**src/rtl/io_cond_pkg.sv**
```systemverilog
// Shared definitions for the fabric-side IO conditioning BELs: debounce FSM
// state encodings and ConfigBits field layout.
package io_cond_pkg;

    localparam int unsigned NCFG      = 5;
    localparam int unsigned CFG_N_LSB = 0;
    localparam int unsigned CFG_N_MSB = 3;
    localparam int unsigned CFG_INV   = 4;

    typedef enum logic [1:0] {
        LOW     = 2'b00,
        QUAL_HI = 2'b01,
        QUAL_LO = 2'b10,
        HIGH    = 2'b11
    } state_t;

endpackage

```
**src/rtl/io_sync2.sv**
```systemverilog
// Two-flop synchroniser for an asynchronous single-bit input; synchronous
// active-low reset clears both stages to 0.
module io_sync2 (
    input  logic clk,
    input  logic rst_n,
    input  logic d,
    output logic q
);

    logic s1;

    always_ff @(posedge clk) begin
        if (!rst_n) begin
            s1 <= 1'b0;
            q  <= 1'b0;
        end else begin
            s1 <= d;
            q  <= s1;
        end
    end

endmodule

```
**src/rtl/io_input_debounce.sv**
```systemverilog
// Pad-to-fabric conditioner: synchronise D, optionally invert, require Neff
// consecutive samples of a new level before O changes, and pulse RISE/FALL.
module io_input_debounce
    import io_cond_pkg::*;
#(
    parameter int unsigned NoConfigBits = 5
) (
    input  logic                    UserCLK,
    input  logic                    RESET_N,
    input  logic                    D,
    output logic                    O,
    output logic                    RISE,
    output logic                    FALL,
    input  logic [NoConfigBits-1:0] ConfigBits
);

    logic       s2;
    logic       x;
    logic [3:0] n_cfg;
    logic [3:0] neff;
    logic [4:0] cnt_inc;
    logic       qual_done;
    state_t     state;
    logic [3:0] cnt;

    io_sync2 u_sync (
        .clk   (UserCLK),
        .rst_n (RESET_N),
        .d     (D),
        .q     (s2)
    );

    always_comb begin
        n_cfg     = ConfigBits[CFG_N_MSB:CFG_N_LSB];
        neff      = (n_cfg == 4'd0) ? 4'd1 : n_cfg;
        x         = s2 ^ ConfigBits[CFG_INV];
        // Widened so a shrunken Neff mid-qualification still compares correctly
        cnt_inc   = {1'b0, cnt} + 5'd1;
        qual_done = (cnt_inc >= {1'b0, neff});
    end

    always_ff @(posedge UserCLK) begin
        if (!RESET_N) begin
            state <= LOW;
            cnt   <= '0;
            O     <= 1'b0;
            RISE  <= 1'b0;
            FALL  <= 1'b0;
        end else begin
            RISE <= 1'b0;
            FALL <= 1'b0;
            case (state)
                LOW: begin
                    if (x) begin
                        if (neff == 4'd1) begin
                            state <= HIGH;
                            cnt   <= '0;
                            O     <= 1'b1;
                            RISE  <= 1'b1;
                        end else begin
                            state <= QUAL_HI;
                            cnt   <= 4'd1;
                        end
                    end
                end
                QUAL_HI: begin
                    if (!x) begin
                        state <= LOW;
                        cnt   <= '0;
                    end else if (qual_done) begin
                        state <= HIGH;
                        cnt   <= '0;
                        O     <= 1'b1;
                        RISE  <= 1'b1;
                    end else begin
                        cnt <= cnt_inc[3:0];
                    end
                end
                HIGH: begin
                    if (!x) begin
                        if (neff == 4'd1) begin
                            state <= LOW;
                            cnt   <= '0;
                            O     <= 1'b0;
                            FALL  <= 1'b1;
                        end else begin
                            state <= QUAL_LO;
                            cnt   <= 4'd1;
                        end
                    end
                end
                QUAL_LO: begin
                    if (x) begin
                        state <= HIGH;
                        cnt   <= '0;
                    end else if (qual_done) begin
                        state <= LOW;
                        cnt   <= '0;
                        O     <= 1'b0;
                        FALL  <= 1'b1;
                    end else begin
                        cnt <= cnt_inc[3:0];
                    end
                end
                default: begin
                    state <= LOW;
                    cnt   <= '0;
                    O     <= 1'b0;
                end
            endcase
        end
    end

endmodule

```
**config.mk**
```make
export PLATFORM = sky130hd
export DESIGN_NAME = io_input_debounce
export DESIGN_NICKNAME = d
export VERILOG_FILES = /design/src/rtl/io_cond_pkg.sv /design/src/rtl/io_sync2.sv /design/src/rtl/io_input_debounce.sv
export SDC_FILE = /design/constraint.sdc
export NUM_CORES = 1
export LEC_CHECK = 0
export ABC_AREA = 0
export CAP_MARGIN = 20
export CORE_MARGIN = 2
export CORE_UTILIZATION = 35
export DETAILED_ROUTE_END_ITERATION = 8
export GPL_TIMING_DRIVEN = 0
export PLACE_DENSITY_LB_ADDON = 0.2
export SKIP_LAST_GASP = 1
export SLEW_MARGIN = 20
export SYNTH_ARGS = -nofsm -noshare
export SYNTH_HDL_FRONTEND = slang
export SYNTH_SLANG_ARGS = --single-unit
```
**constraint.sdc**
```tcl
create_clock -name UserCLK -period 4.14 [get_ports UserCLK]
set_input_delay 0.621 -clock UserCLK [delete_from_list [all_inputs] [get_ports UserCLK]]
set_output_delay 0.621 -clock UserCLK [all_outputs]
set_load 0.005 [all_outputs]
```
# After elaboration in Yosys (flattened, before gate mapping)
# Cells that the tools add are included.
word_totals:
  inputBits: 8
  ff_bits: 11
  elab_cells: 63
  out_inout_bits: 3
op_classes:
  muxes: 34
  addsub: 1
  reduce_logical: 5
  bitwise: 1
  magnitude_cmp: 1
  n_eq_ne: 14
ops:
  columns: ["op", "n"]
  rows:
  - ["two-way mux 4 bit", 6]
  - ["two-way mux 2 bit", 8]
  - ["inequality test 2 bit, second input constant", 8]
  - ["case mux 4 bit (4 select lines)", 1]
  - ["two-way mux 1 bit", 15]
  - ["case mux 2 bit (4 select lines)", 1]
  - ["AND reduction 8 bit", 1]
  - ["inequality test 3 bit, second input constant", 2]
  - ["adder 4 x 1 -> 5 bit, second input constant", 1]
  - ["greater-or-equal comparator 5 x 4 -> 1 bit", 1]
  - ["== test 2 bit, second input constant", 2]
  - ["== test 4 x 1 -> 1 bit, second input constant", 1]
  - ["logical NOT 4 bit", 1]
  - ["case mux 1 bit (2 select lines)", 2]
  - ["case mux 1 bit (4 select lines)", 1]
  - ["AND reduction 4 bit", 1]
  - ["== test 2 x 1 -> 1 bit, second input constant", 1]
  - ["logical NOT 2 bit", 1]
  - ["AND reduction 2 bit", 1]
  - ["bitwise XOR 1 bit", 1]

# Depth between registers and ports, before layout
logic_depth:
  word_depth: 6
  depth_mapped: 8
  depth_no_buf: 8

# By module
# From an unflattened synthesis, not the netlist that was laid out.
unflattened:
  hier_cells: 89
  hier_area_um2: 775.7
modules_own_cells:
  columns: ["module", "cells_each", "area_each_um2", "seq_area_each_um2", "instances"]
  rows:
  - ["io_input_debounce", 85, 723.2, 180.2, 1]
  - ["io_sync2", 4, 52.6, 40.0, 1]

# Worst setup path after synthesis
# OpenSTA, ideal clock, no wires.
synth_path:
  path_kind: "input to register"
  from: "input port ConfigBits[1]"
  to: "register O"
  required_ns: 4.068
  arrival_ns: 2.515
  cell_stages: 8
  setup_ns: 0.072
  n_path_buf: 0
  path_slack_ns: 1.554
  path_cell_list: "or3_1 -> nand2b_1 -> ha_1 -> or2b_1 -> a2111oi_4 -> o21ai_0 -> o22ai_1 -> mux2i_1"
synth_via:
  elab_chain_len: 5
  elab_cells_between_ends: 9
  classes_between: "order compare: 1; eq/ne: 5; mux: 1; reduce/logical: 2"
synth_lines:
  columns: ["item", "line", "source"]
  rows:
  - ["start: declaration", "io_input_debounce.sv:14", "input logic [NoConfigBits-1:0] ConfigBits"]
  - ["logical NOT 4 bit", "io_input_debounce.sv:35", "neff = (n_cfg == 4'd0) ? 4'd1 : n_cfg;"]
  - ["two-way mux 4 bit (*)", "io_input_debounce.sv:35", null]
  - ["greater-or-equal comparator 5 x 4 -> 1 bit or == test 4 x 1 -> 1 bit (tied branches)", "io_input_debounce.sv:39, io_input_debounce.sv:55, io_input_debounce.sv:81", null]
  - ["inequality test 2 bit (no line)", null, null]
  - ["AND reduction 8 bit (no line) (*)", null, null]
  - ["end signal: assignment", "io_input_debounce.sv:46", "O <= 1'b0;"]
  - ["end signal: assignment", "io_input_debounce.sv:58", "O <= 1'b1;"]
  - ["end signal: assignment", "io_input_debounce.sv:73", "O <= 1'b1;"]
  - ["end: declaration", "io_input_debounce.sv:11", "output logic O,"]
# Mark *: on every way between the ends. The rest lies on a longest branch, timed or not.
# A chain may end at the register's enable or synchronous reset.

# Worst setup path in the final report
# Ends and elaborated chain as after synthesis.

==> flow_summary.json <==
{
  "status": "finished, final reports clean",
  "fp.dieW_microns": 51.1,
  "drv_slew": 0,
  "netlist_area_sq_um": 777,
  "cts_tree": "yes",
  "max_cap_violations": 0,
  "cp.arrival_ps": 3160,
  "ys_ff_latch": 11,
  "rsz0062_at_grt": "false",
  "path_delay_family": "compound AO/OA/AOI/OAI gates",
  "p_leak_nw": 0.382,
  "min_period_over_period": 0.717,
  "drc": 0,
  "final_core_utilization": 0.437,
  "synth_nets": 106,
  "grt_pass1_wl_microns": 2580,
  "grt_overflow": 0,
  "hold_viol_final": 0,
  "dp_slack_ps": 904,
  "grt_max_degree": 11,
  "post_cts_buffers": 0,
  "cp.required_ps": 4340,
  "syn_avg_cell_area_sq_um": 8.73,
  "post_cts_resized": 0,
  "vias": 658,
  "htree_levels": 1,
  "insertion_delay_ps": 270,
  "max_freq_ghz": 0.337,
  "path_cells": "clkdlybuf4s50_1, or3_1, nand2b_1, ha_1, or2b_1, a2111oi_4, o21ai_0, o22ai_1, mux2i_1",
  "ys_seq_area_frac": 0.283,
  "dp_hpwl_microns": 1150,
  "cts_root_buffer": "clkbuf_4",
  "fillCellCount": 204,
  "area_delta_synth_final_pct": 20.8,
  "gp_congestion": 0.730,
  "firstDrtPassIters": 4,
  "wire_per_inst_microns": 11.1,
  "cp_num_buf_inv": 1,
  "num-nets-final": 121,
  "drive_above_1_share": 0.0874,
  "core_region_area_sq_um": 2150,
  "clkSlewWorstSetupHoldPaths_ps": 70,
  "cp-end-kind": "flop",
  "cp_max_fo": 4,
  "postRouteAntennaNets": 0,
  "clockBufferDepth": 2,
  "finalCriticalPeriod_ps": 2970,
  "antenna_found_initial": 0,
  "ir_drop_v": 0.000244,
  "cts_hold_buffers": 0,
  "hold_class": "flop to flop",
  "cp-start-kind": "input port",
  "relSlewSlack": 0.694,
  "crit_type": "input port to flop",
  "initial_core_util": 0.362,
  "die_area_sq_um": 2610,
  "avgViaCountPerCell": 5.02,
  "cts_buffers": 3,
  "finalWorstSetupSlack_ps": 1170,
  "max_stage_delay_ps": 450,
  "holdWs_ps": 435,
  "fp-row-count": 17,
  "ys_warn_count": 0,
  "cp_slowest_cell": "a2111oi_4",
  "tns_ps": 0,
  "grt_pass1_vias": 634,
  "port_buffers": 10,
  "skew_ps": 9.38,
  "antenna_cells": 0,
  "synth_cell_type_count": 32,
  "dr.first_iter.drc_count": 10,
  "synthCells": 89,
  "die_height_microns": 51.1,
  "powerDensity_nw_per_um2": 423,
  "totalWireLength_microns": 1450,
  "clock_sinks": 11,
  "setup_viol": 0,
  "tightest_slew_ps": 447,
  "io_pins": 11,
  "grt_usage": 0.129
}
registers in the layout, summed over array words and instances, names as in the netlist:
signal     cells
FALL           1
O              1
RISE           1
cnt            4
state          2
u_sync.q       1
u_sync.s1      1
cell usage after synthesis, drive strengths merged:
| cell type | n | area share |
|---|---|---|
| or2b | 1 | 0.0097 |
| o21ai | 6 | 0.039 |
| a31o | 1 | 0.011 |
| ha | 9 | 0.14 |
| nand3b | 1 | 0.0097 |
| xnor2 | 1 | 0.011 |
| mux2i | 4 | 0.052 |
| dfxtp | 11 | 0.28 |
| nor3 | 1 | 0.0064 |
| a2111oi | 2 | 0.047 |
| xor2 | 2 | 0.032 |
| clkbuf | 1 | 0.0048 |
| nand4b | 1 | 0.011 |
| inv | 5 | 0.024 |
| o21a | 1 | 0.0097 |
| o22ai | 1 | 0.0081 |
| nor3b | 1 | 0.0097 |
| o211ai | 2 | 0.019 |
| mux2 | 2 | 0.034 |
| o22a | 1 | 0.011 |
| or3 | 1 | 0.0081 |
| nand3 | 2 | 0.013 |
| a21oi | 4 | 0.026 |
| and2 | 4 | 0.032 |
| nand2b | 1 | 0.0081 |
| a22oi | 2 | 0.019 |
| nand2 | 15 | 0.072 |
| nor2 | 5 | 0.024 |
| o2111ai | 1 | 0.019 |
report_power, final:
| part | total [W] | switching [W] | leakage [nW] | internal, W |
|---|---|---|---|---|
| Sequential | 0.000138 | 0.0000154 | 0.0899 | 0.000123 |
| Combinational | 0.000186 | 0.0000954 | 0.277 | 0.0000910 |
| Clock | 0.0000728 | 0.0000355 | 0.0150 | 0.0000373 |
worst paths after layout:
| check | cells past startpoint | slack [ps] | from | end |
|---|---|---|---|---|
| hold / removal | 1 | 430 | u_sync.s1 | u_sync.q |
| setup / recovery | 9 | 1170 | ConfigBits[1] | O |
| setup reg to reg | 8 | 1980 | cnt[0] | O |
| hold reg to reg | 1 | 430 | u_sync.s1 | u_sync.q |
per-stage QoR:
stage                     total power, W  instances  instance area (sq um)
after floorplan                 0.000278         89                    777
after global routing            0.000430        131                    938
after CTS                       0.000399        131                    938
final                           0.000397        131                    938
after global placement          0.000324        127                    912
after detailed placement        0.000324        127                    912
cell families (layout without fill, tap and decap cells):
kind of cell | after synthesis | in the layout | synth area share
flops | 11 | 11 | 0.283
compound gates | 21 | 21 | 0.209
xor+xnor | 3 | 3 | 0.0435
buf+inv | 6 | 20 | 0.0290
mux | 6 | 6 | 0.0853
fa+ha+maj | 9 | 9 | 0.145
simple gates | 33 | 33 | 0.205
layout make-up:
class,instances,area (sq um),share of cell area
plain buffers,1,3.75,0.00400
repair buffers,10,100,0.107
multi-input cells,72,534,0.569
flip-flops and latches,11,220,0.235
well taps,28,35.0,0.0373
inverters,5,18.8,0.0200
clock buffers,4,26.3,0.0280
routing by layer:
metal,global-route usage,up-vias,part of all wire
li1,-,346,-
met1,0.157,297,0.48
met2,0.219,12,0.47
met3,0.0351,3,0.044
met4,0.0405,0,0.0076
met5,0,-,0
placed cells by master, fill, tap and decap left out, types with 2 or more instances in the layout:
cell and count:
a22oi_1 2, inv_1 5, a21oi_1 4, nand2_1 15
clkbuf_4 3, clkdlybuf4s50_1 10, mux2i_1 4, clkbuf_1 2
and2_1 4, o21ai_0 6, o211ai_1 2, nand3_1 2
dfxtp_1 11, nor2_1 5, ha_1 9
No activity file was read; power rests on OpenSTA's default activity.
